===== src/rtl/seq_datapath_if.sv =====
// Single shared memory port used for both instruction fetch and data access.
interface seq_datapath_if #(
  parameter int unsigned WIDTH = 16
);
  logic             mem_req;
  logic             mem_we;
  logic [WIDTH-1:0] mem_addr;
  logic [WIDTH-1:0] mem_wdata;
  logic [WIDTH-1:0] mem_rdata;
  logic             mem_ack;

  modport master (
    output mem_req, mem_we, mem_addr, mem_wdata,
    input  mem_rdata, mem_ack
  );

  modport slave (
    input  mem_req, mem_we, mem_addr, mem_wdata,
    output mem_rdata, mem_ack
  );
endinterface


===== src/rtl/seq_datapath.sv =====
// Multicycle 16-bit-instruction datapath: FETCH/DECODE/EXEC/MEM/WB over one
// memory port, with a register file, ALU and {N,Z,F,L,C} status flags.
module seq_datapath #(
  parameter int unsigned WIDTH = 16,
  parameter int unsigned NREGS = 16
) (
  input  logic              clk,
  input  logic              reset,
  input  logic              run,
  seq_datapath_if.master    mem,
  output logic [WIDTH-1:0]  pc,
  output logic [4:0]        psr_flags,
  output logic [2:0]        state
);

  localparam int unsigned IW = 16;
  localparam int unsigned FN = 4;
  localparam int unsigned FZ = 3;
  localparam int unsigned FF = 2;
  localparam int unsigned FL = 1;
  localparam int unsigned FC = 0;

  typedef enum logic [2:0] {
    S_IDLE   = 3'd0,
    S_FETCH  = 3'd1,
    S_DECODE = 3'd2,
    S_EXEC   = 3'd3,
    S_MEM    = 3'd4,
    S_WB     = 3'd5
  } state_t;

  state_t           r_state, w_state_nxt;
  logic [IW-1:0]    r_ir;
  logic [WIDTH-1:0] r_pc, r_a, r_b, r_imm, r_aluout, r_mdr;
  logic [4:0]       r_flags;
  logic             r_mem_req, r_mem_we;
  logic [WIDTH-1:0] r_mem_addr, r_mem_wdata;
  logic [WIDTH-1:0] r_regs [NREGS];

  logic [3:0]       w_op, w_rd, w_ext, w_rs;
  logic             w_is_add, w_is_sub, w_is_cmp, w_is_alu;
  logic             w_is_load, w_is_stor, w_is_jump, w_is_br, w_br_taken;
  logic [WIDTH-1:0] w_opb, w_alu_res, w_ra, w_rb, w_wb_data;
  logic [WIDTH:0]   w_sum, w_diff;
  logic [4:0]       w_flags_exec, w_flags_nxt;
  logic [WIDTH-1:0] w_pc_nxt, w_aluout_nxt;
  logic             w_rf_we;
  state_t           w_done;

  assign w_op  = r_ir[15:12];
  assign w_rd  = r_ir[11:8];
  assign w_ext = r_ir[7:4];
  assign w_rs  = r_ir[3:0];

  assign w_is_add  = (w_op == 4'h0 && w_ext == 4'h5) || w_op == 4'h5;
  assign w_is_sub  = (w_op == 4'h0 && w_ext == 4'h9) || w_op == 4'h9;
  assign w_is_cmp  = (w_op == 4'h0 && w_ext == 4'hB) || w_op == 4'hB;
  assign w_is_alu  = (w_op == 4'h0 && (w_ext inside {4'h5, 4'h9, 4'h1, 4'h2, 4'h3, 4'hD}))
                   || (w_op inside {4'h5, 4'h9, 4'hD});
  assign w_is_load = w_op == 4'h4 && w_ext == 4'h0;
  assign w_is_stor = w_op == 4'h4 && w_ext == 4'h4;
  assign w_is_jump = w_op == 4'h4 && w_ext == 4'hC;
  assign w_is_br   = w_op == 4'hC;
  assign w_br_taken = w_is_br && ((w_rd == 4'h0 && r_flags[FZ]) ||
                                  (w_rd == 4'h1 && !r_flags[FZ]) ||
                                  (w_rd == 4'hE));

  // r0 is hardwired to zero on read; writes to it are dropped
  assign w_ra      = (w_rd == 4'h0) ? '0 : r_regs[w_rd];
  assign w_rb      = (w_rs == 4'h0) ? '0 : r_regs[w_rs];
  assign w_opb     = (w_op == 4'h0) ? r_b : r_imm;
  assign w_wb_data = w_is_load ? r_mdr : r_aluout;
  assign w_done    = run ? S_FETCH : S_IDLE;

  // ALU result and flag effects of the instruction in EXEC
  always_comb begin
    w_sum        = {1'b0, r_a} + {1'b0, w_opb};
    w_diff       = {1'b0, r_a} - {1'b0, w_opb};
    w_alu_res    = w_opb;
    w_flags_exec = r_flags;
    if (w_is_add) begin
      w_alu_res        = w_sum[WIDTH-1:0];
      w_flags_exec[FC] = w_sum[WIDTH];
      w_flags_exec[FF] = (r_a[WIDTH-1] == w_opb[WIDTH-1]) && (w_sum[WIDTH-1] != r_a[WIDTH-1]);
    end else if (w_is_sub) begin
      w_alu_res        = w_diff[WIDTH-1:0];
      w_flags_exec[FC] = w_diff[WIDTH];
      w_flags_exec[FF] = (r_a[WIDTH-1] != w_opb[WIDTH-1]) && (w_diff[WIDTH-1] != r_a[WIDTH-1]);
    end else if (w_is_cmp) begin
      w_flags_exec[FZ] = r_a == w_opb;
      w_flags_exec[FL] = r_a < w_opb;
      w_flags_exec[FN] = $signed(r_a) < $signed(w_opb);
    end else if (w_op == 4'h0) begin
      case (w_ext)
        4'h1:    w_alu_res = r_a & r_b;
        4'h2:    w_alu_res = r_a | r_b;
        4'h3:    w_alu_res = r_a ^ r_b;
        default: w_alu_res = w_opb;
      endcase
    end
  end

  // Next state, pc, flags and ALU output
  always_comb begin
    w_state_nxt  = r_state;
    w_pc_nxt     = r_pc;
    w_flags_nxt  = r_flags;
    w_aluout_nxt = r_aluout;
    w_rf_we      = 1'b0;
    case (r_state)
      S_IDLE:   if (run) w_state_nxt = S_FETCH;
      S_FETCH:  if (mem.mem_ack) begin
                  w_pc_nxt    = r_pc + WIDTH'(1);
                  w_state_nxt = S_DECODE;
                end
      S_DECODE: w_state_nxt = S_EXEC;
      S_EXEC: begin
        if (w_is_alu) begin
          w_aluout_nxt = w_alu_res;
          w_flags_nxt  = w_flags_exec;
          w_state_nxt  = S_WB;
        end else if (w_is_load || w_is_stor) begin
          w_state_nxt = S_MEM;
        end else begin
          w_flags_nxt = w_flags_exec;
          if (w_is_jump)       w_pc_nxt = r_b;
          else if (w_br_taken) w_pc_nxt = r_pc + r_imm;
          w_state_nxt = w_done;
        end
      end
      S_MEM:    if (mem.mem_ack) w_state_nxt = w_is_load ? S_WB : w_done;
      S_WB: begin
        w_rf_we     = 1'b1;
        w_state_nxt = w_done;
      end
      default:  w_state_nxt = S_IDLE;
    endcase
  end

  always_ff @(posedge clk or negedge reset) begin
    if (!reset) r_state <= S_IDLE;
    else        r_state <= w_state_nxt;
  end

  // Datapath registers; memory outputs are registered from the next state
  always_ff @(posedge clk or negedge reset) begin
    if (!reset) begin
      r_pc        <= '0;
      r_flags     <= '0;
      r_ir        <= '0;
      r_a         <= '0;
      r_b         <= '0;
      r_imm       <= '0;
      r_aluout    <= '0;
      r_mdr       <= '0;
      r_mem_req   <= 1'b0;
      r_mem_we    <= 1'b0;
      r_mem_addr  <= '0;
      r_mem_wdata <= '0;
    end else begin
      r_pc     <= w_pc_nxt;
      r_flags  <= w_flags_nxt;
      r_aluout <= w_aluout_nxt;
      if (r_state == S_FETCH && mem.mem_ack) r_ir <= mem.mem_rdata[IW-1:0];
      if (r_state == S_DECODE) begin
        r_a   <= w_ra;
        r_b   <= w_rb;
        r_imm <= {{(WIDTH-8){r_ir[7]}}, r_ir[7:0]};
      end
      if (r_state == S_MEM && mem.mem_ack && w_is_load) r_mdr <= mem.mem_rdata;
      r_mem_req <= (w_state_nxt == S_FETCH) || (w_state_nxt == S_MEM);
      r_mem_we  <= (w_state_nxt == S_MEM) && w_is_stor;
      if (w_state_nxt == S_FETCH)    r_mem_addr <= w_pc_nxt;
      else if (w_state_nxt == S_MEM) r_mem_addr <= r_b;
      if (w_state_nxt == S_MEM) r_mem_wdata <= r_a;
    end
  end

  always_ff @(posedge clk) begin
    if (w_rf_we && w_rd != 4'h0) r_regs[w_rd] <= w_wb_data;
  end

  assign mem.mem_req   = r_mem_req;
  assign mem.mem_we    = r_mem_we;
  assign mem.mem_addr  = r_mem_addr;
  assign mem.mem_wdata = r_mem_wdata;
  assign pc            = r_pc;
  assign psr_flags     = r_flags;
  assign state         = 3'(r_state);

endmodule


===== src/flat_wrapper.sv =====
// flat-port wrapper written by rule: the top's interface ports become plain ports
module seq_datapath_flat 
#(
  parameter int unsigned WIDTH = 16,
  parameter int unsigned NREGS = 16
)
  (clk, reset, run, pc, psr_flags, state, mem_mem_req, mem_mem_we, mem_mem_addr, mem_mem_wdata, mem_mem_rdata, mem_mem_ack);
  seq_datapath_if #(.WIDTH(WIDTH)) mem_i ();
  input  logic clk;
  input  logic reset;
  input  logic run;
  output logic [WIDTH-1:0] pc;
  output logic [4:0] psr_flags;
  output logic [2:0] state;
  output wire logic [$bits(mem_i.mem_req)-1:0] mem_mem_req;
  output wire logic [$bits(mem_i.mem_we)-1:0] mem_mem_we;
  output wire logic [$bits(mem_i.mem_addr)-1:0] mem_mem_addr;
  output wire logic [$bits(mem_i.mem_wdata)-1:0] mem_mem_wdata;
  input wire logic [$bits(mem_i.mem_rdata)-1:0] mem_mem_rdata;
  input wire logic [$bits(mem_i.mem_ack)-1:0] mem_mem_ack;
  assign mem_mem_req = mem_i.mem_req;
  assign mem_mem_we = mem_i.mem_we;
  assign mem_mem_addr = mem_i.mem_addr;
  assign mem_mem_wdata = mem_i.mem_wdata;
  assign mem_i.mem_rdata = mem_mem_rdata;
  assign mem_i.mem_ack = mem_mem_ack;
  seq_datapath #(.WIDTH(WIDTH), .NREGS(NREGS)) u_core (.clk(clk), .reset(reset), .run(run), .mem(mem_i), .pc(pc), .psr_flags(psr_flags), .state(state));
endmodule

===== config.mk =====
export PLATFORM = sky130hd
export DESIGN_NAME = seq_datapath_flat
export DESIGN_NICKNAME = d
export VERILOG_FILES = /design/src/rtl/seq_datapath_if.sv /design/src/rtl/seq_datapath.sv /design/src/flat_wrapper.sv
export SDC_FILE = /design/constraint.sdc
export NUM_CORES = 1
export LEC_CHECK = 0
export BUFFER_PORTS_ARGS = -buffer_cell sky130_fd_sc_hd__clkbuf_2
export CORE_AREA = 2 2 224 226
export DETAILED_ROUTE_END_ITERATION = 10
export DIE_AREA = 0 0 226 228
export GPL_TIMING_DRIVEN = 0
export PLACE_DENSITY = 0.61
export SYNTH_ARGS = -nofsm -noshare
export SYNTH_HDL_FRONTEND = slang
export SYNTH_SLANG_ARGS = --single-unit

===== constraint.sdc =====
create_clock -name clk -period 3.9 [get_ports clk]
set_input_delay 0.195 -clock clk [delete_from_list [all_inputs] [get_ports clk]]
set_output_delay 0.195 -clock clk [all_outputs]
set_load 0.02 [all_outputs]

### After elaboration in Yosys (flattened, before gate mapping)

Memory sizes are Yosys's and may differ from the RTL's.
Cells that the tools add are included.

| storage, ports and cells | value |
|---|---|
| bits in registers | 146 |
| RAM bits | 256 |
| input bits | 20 |
| output and inout bits | 58 |
| word-level logic and storage cells | 130 |
| memories kept | 1 |

Memory list:

| name | depth | width | rd ports | clocked after Yosys merged registers in | write ports | line | RTL |
|---|---|---|---|---|---|---|---|
| u_core.r_regs | 16 | 16 | 2 | 0 | 1 | seq_datapath.sv:38 | `logic [WIDTH-1:0] r_regs [NREGS];` |

| operators by class | value |
|---|---|
| add/sub/neg operators | 4 |
| $lt $le $gt $ge | 2 |
| equal/unequal tests | 30 |
| multiplexer cells | 40 |
| bitwise operators | 3 |
| reduce and logical (&&, ||, !) cells | 37 |

Operators by type and width:

| operator | number |
|---|---|
| 16-bit two-way mux | 15 |
| 16-bit case mux with 3 select lines | 1 |
| 4-bit equality test (second input constant) | 9 |
| 16-bit less-than comparator | 2 |
| 16-bit case mux with 2 select lines | 1 |
| 3-bit two-way mux | 6 |
| 3-bit case mux with 6 select lines | 1 |
| 16-bit by 16-bit adder with 17-bit output | 1 |
| 1-bit logical AND | 17 |
| 16-bit by 16-bit subtractor with 17-bit output | 1 |
| 16-bit by 1-bit adder with 16-bit output (second input constant) | 1 |
| 16-bit adder | 1 |
| 16-bit bitwise AND | 1 |
| 16-bit equality test | 1 |
| 4-bit by 3-bit equality test with 1-bit output (second input constant) | 4 |
| 4-bit logical NOT | 4 |
| 16-bit OR | 1 |
| 16-bit bitwise XOR | 1 |
| 1-bit two-way mux | 11 |
| 5-bit two-way mux | 2 |
| 3-bit equality test (second input constant) | 3 |
| 4-bit by 1-bit equality test with 1-bit output (second input constant) | 2 |
| 4-bit by 2-bit equality test with 1-bit output (second input constant) | 2 |
| 1-bit logical OR | 8 |
| other kinds (13) | 20 |

### Logic depth before layout (Yosys ltp)

| depth | value |
|---|---|
| depth after elaboration | 11 |
| mapped depth | 16 |
| gate-level depth less buffers | 14 |

### Worst setup path before layout

OpenSTA, ideal clock, no wires.

| timing path | value |
|---|---|
| kind | register -> register |
| from | register u_core.r_ir[15] |
| to | register u_core.r_aluout[14] |
| setup time | 121 ps |
| arrival | 3819 ps |
| required time | 3779 ps |
| path slack | -40 ps |
| stages on the path, launching flop included | 15 |
| buffers on the path | 3 |
| period minus slack after synthesis | 3940 ps |
| path through | dfrtp_1 > clkbuf_1 > nor4_1 > clkbuf_1 > a21boi_0 > ha_1 > clkbuf_1 > nor2_1 > o311a_1 > o221ai_1 > o21ai_0 > a31o_2 > a2111oi_0 > nor3_1 > o22a_1 |

| between the ends | value |
|---|---|
| word-level cells in the longest chain between the ends | 7 |
| elaborated cells on any way between the ends | 23 |
| classes of those cells | 2 x add/sub; 4 x eq/ne; 6 x mux; 11 x reduce/logical |

Ends and longest elaborated chain:

| element | line | RTL |
|---|---|---|
| from (decl) | seq_datapath.sv:33 | `logic [IW-1:0] r_ir;` |
| from (signal assigned) | seq_datapath.sv:164 | `if (r_state == S_FETCH && mem.mem_ack) r_ir <= mem.mem_rdata[IW-1:0];` |
| parallel branches: the longest is 7 deep, another holds 16-bit by 16-bit subtractor with 17-bit output | - |  |
| to (signal assigned) | seq_datapath.sv:163 | `r_aluout <= w_aluout_nxt;` |
| to (decl) | seq_datapath.sv:34 | `logic [WIDTH-1:0] r_pc, r_a, r_b, r_imm, r_aluout, r_mdr;` |

Parallel ways; which one is timed is not known.
A chain may end at the register's enable or synchronous reset.

### Worst setup path in the final report

| timing path | value |
|---|---|
| from | register u_core.r_ir[13] |
| to | register u_core.r_aluout[15] |

Same word-level chain as after synthesis.

==> flow_summary.yaml <==
status:
  status: "finished clean"
drt:
  wirelength_mm: 67.9
  drtPass1Iterations: 7
  drc: 0
  drt_iter0_drc: 1536
  viasPerCell: 6.05
  ant_nets: 0
  vias: 15483
  wire_per_inst_um: 26.5
place:
  placed_cell_area_mm2: 0.0236
  portBuffers: 76
  hpwl_mm: 50.9
  globalplace.congestion: 0.957
timing:
  timing.fmax_ghz: 0.267
  slew_headroom: 0.143
  period_minus_slack_ps: 3750
  post-route-period-util: 0.962
  finalHoldViolCount: 0
  fin_hold_ws_ps: 134
  rsz0062_at_grt: "false"
  worstMarginPinSlew_ps: 1280
  drv_slew: 0
  fin_skew_ps: 22.8
  setup-violations-final: 0
clock_network:
  h-tree-depth: 2
  cts_sinks: 402
  clk_pin_slew_ps: 60
  ctsRootBufferMaster: "clkbuf_16"
  cts_tree: "yes"
  cts_buffer_depth: 3
  clk_latency_ps: 590
  numCtsBuffers: 44
setup_path:
  endpoint_kind: "register"
  regToRegEndpoint: "u_core.r_aluout[15]"
  cp.arrival_ps: 4190
  crit_path_frequent_cell: "buf_6"
  critPathKind: "register to register"
  critPathLaunchType: "register"
  regToRegSetupSlack_ps: 150
  reg2reg_from: "u_core.r_ir[13]"
  slowest_stage: "or4_4"
  critical_path.startpoint: "u_core.r_ir[13]"
  max_stage_delay_ps: 510
  cp.depth: 13
  path_max_fanout: 10
  critPathCapture: "u_core.r_aluout[15]"
  cp_top_family: "compound AO/OA/AOI/OAI gates"
  cp_cell_sequence: "buf_6 > or4_4 > buf_6 > a21oi_2 > ha_1 > nor2b_1 > o31a_1 > o31ai_2 > a21oi_1 > nor3b_2 > xor2_1 > a221oi_1 > a31oi_1"
  r2r_cells: 13
  cp.required_ps: 4340
  crit_buf_inv: 2
grt:
  grt_antenna_before_repair: 2
  grt_pass1_wl_mm: 100
  overflow: 0
  grt_pass1_vias: 15490
  track_usage: 0.267
  grt_start_max_net_pins: 88
synthesis:
  synth_warnings: 0
  synth-xor-area-share: 0.00759
  syn_area_mm2: 0.0219
  synth-seq-cells: 402
  ys_types: 75
  async_flop_share: 0.363
  synth_compound_area_frac: 0.113
  synthCells: 1679
  synth-seq-area-share: 0.518
  syn_area_per_cell_um2: 13.1
  ys.flop_type: "edfxtp_1"
  synth-simple-area-share: 0.0776
  synth_adder_area_share: 0.0490
  synth_top_cell_by_area: "edfxtp_1"
  synthMuxAreaShare: 0.197
  synthTopCellsByArea: "edfxtp_1, dfrtp_1, mux4_2"
  synth_top_family_by_area: "multiplexers"
  synth_edf_count: 256
  synth_top_area_share: 0.351
cells_and_area:
  design_area_mm2: 0.0254
  area_delta_synth_final_pct: 15.8
  fin_util: 0.514
  antenna_cells: 0
  multi_input_area_mm2: 0.0100
  drive_above_1_share: 0.240
  regArea_mm2: 0.0113
  nFillCells: 4226
  finalNetCount: 1958
floorplanning:
  coreArea_mm2: 0.0493
  row_count: 82
  pin_count: 78
  dieHeight_um: 228
  die_area_mm2: 0.0515
  start_util: 0.444
  die_x_um: 226
flow_run:
  cap_violations: 0
min_path:
  holdPathStages: 3
  hold_path_class: "input port to register"
power_and_ir_drop:
  ir_drop_mv: 0.408
  p_per_area_mw_per_mm2: 853
  power.leakage_nw: 9.79
-- layout by cell type, fill, tap and decap left out, types with 10 or more instances in the layout --
| cell | netlist | routed |
|---|---|---|
| edfxtp_1 | 256 | 256 |
| mux4_2 | 160 | 160 |
| dfrtp_1 | 146 | 146 |
| nand2_1 | 126 | 126 |
| inv_1 | 104 | 104 |
| o21ai_0 | 89 | 86 |
| nor2_1 | 96 | 83 |
| ha_1 | 81 | 80 |
| clkbuf_2 | 0 | 77 |
| clkbuf_1 | 77 | 75 |
| a21oi_1 | 79 | 74 |
| mux2_2 | 61 | 61 |
| clkbuf_16 | 0 | 45 |
| o22ai_1 | 35 | 35 |
| nand3_1 | 26 | 26 |
| a21o_1 | 23 | 23 |
| nor3_1 | 23 | 20 |
| buf_1 | 20 | 20 |
| a211oi_1 | 18 | 18 |
| dlygate4sd3_1 | 0 | 18 |
| a31oi_1 | 17 | 16 |
| conb_1 | 1 | 16 |
| nor2b_1 | 14 | 14 |
| nor2_2 | 0 | 13 |
| or3_1 | 12 | 12 |
| buf_8 | 0 | 12 |
| nand2b_1 | 11 | 11 |
| a221o_1 | 10 | 10 |
| xnor2_1 | 10 | 10 |
| a22o_1 | 10 | 10 |
| clkinv_2 | 0 | 10 |
-- routing by layer --
| layer | up-vias | GRT usage | part of all wire |
|---|---|---|---|
| met5 | - | 0 | 0.00013 |
| met4 | 2 | 0.103 | 0.040 |
| met3 | 138 | 0.0453 | 0.070 |
| met2 | 639 | 0.437 | 0.48 |
| met1 | 7847 | 0.356 | 0.41 |
| li1 | 6857 | - | - |
-- power by group --
part	internal [W]	switching (W)	total (W)
sequential	0.00555	0.000783	0.00634
clock	0.00238	0.00178	0.00416
combinational	0.00444	0.00671	0.0111
-- cell usage after synthesis, drive strengths merged (14+ instances only) --
master  instances
a211oi         18
a21o           23
a21oi          79
a31oi          17
buf            31
clkbuf         77
dfrtp         146
edfxtp        256
ha             81
inv           104
mux2           61
mux4          160
nand2         126
nand3          26
nor2           96
nor2b          14
nor3           23
o21ai          92
o22ai          35
-- tightest hold or removal path, stage by stage --
cell,delay [ps]
clkbuf_1,210
a21o_1,210
nand2_1,70
-- how the worst min path moves through the flow --
stage                             from                 endpoint  slack, ps
CTS                        mem_mem_ack          u_core.state[2]        110
global route               mem_mem_ack          u_core.state[2]        170
global placement    u_core.r_aluout[5]       u_core.r_aluout[5]        460
finish                     mem_mem_ack          u_core.state[2]        130
detailed placement               reset  u_core.mem.mem_addr[15]        310
floorplan                        reset   u_core.mem.mem_addr[0]       -100
-- kinds of logic (layout without fill, tap and decap cells) --
| logic type | Yosys count | after routing |
|---|---|---|
| AO/OA/AOI/OAI | 377 | 377 |
| adder cells (fa/ha/maj) | 84 | 84 |
| buffers and inverters | 212 | 407 |
| flip-flops | 402 | 402 |
| other | 1 | 16 |
| multiplexers | 224 | 224 |
| XOR/XNOR | 19 | 19 |
| AND/OR/NAND/NOR | 360 | 360 |
-- flip-flops by register name, summed over array words and instances (netlist names) --
signal / flops
u_core.mem.mem_addr: 16
u_core.mem.mem_req: 1
u_core.mem.mem_wdata: 16
u_core.mem.mem_we: 1
u_core.pc: 16
u_core.psr_flags: 5
u_core.r_a: 16
u_core.r_aluout: 16
u_core.r_b: 16
u_core.r_imm: 8
u_core.r_ir: 16
u_core.r_mdr: 16
u_core.r_regs: 256
u_core.state: 3
-- repair_timing --
action                                  in CTS  in global routing
buffers inserted                             3                  2
endpoints found under the setup margin      15                 11
pin swaps                                    3                  3
gates resized for setup                     31                 17
endpoints found under the hold margin      119                  0
hold buffers                                18                  0
-- metrics by stage --
step           instances  TNS [ps]  setup WS [ps]  power (W)
2_1_floorplan       1694         0           77.8     0.0135
3_3_place_gp        2442    -59740          -1060     0.0169
3_5_place_dp        2461     -7720          -1020     0.0171
4_1_cts             2561         0           18.9     0.0214
5_1_grt             2561         0           16.2     0.0228
6_report            2561         0            148     0.0216
-- layout make-up --
type / count / share of cell area
well taps: 672 / 0.0331
inverters: 104 / 0.0154
flip-flops and latches: 402 / 0.447
plain buffers: 104 / 0.0173
clock buffers: 55 / 0.0471
repair buffers: 118 / 0.0354
multi-input cells: 1080 / 0.395
clock inverters: 26 / 0.00927
Power figures use the tool's default switching activity.
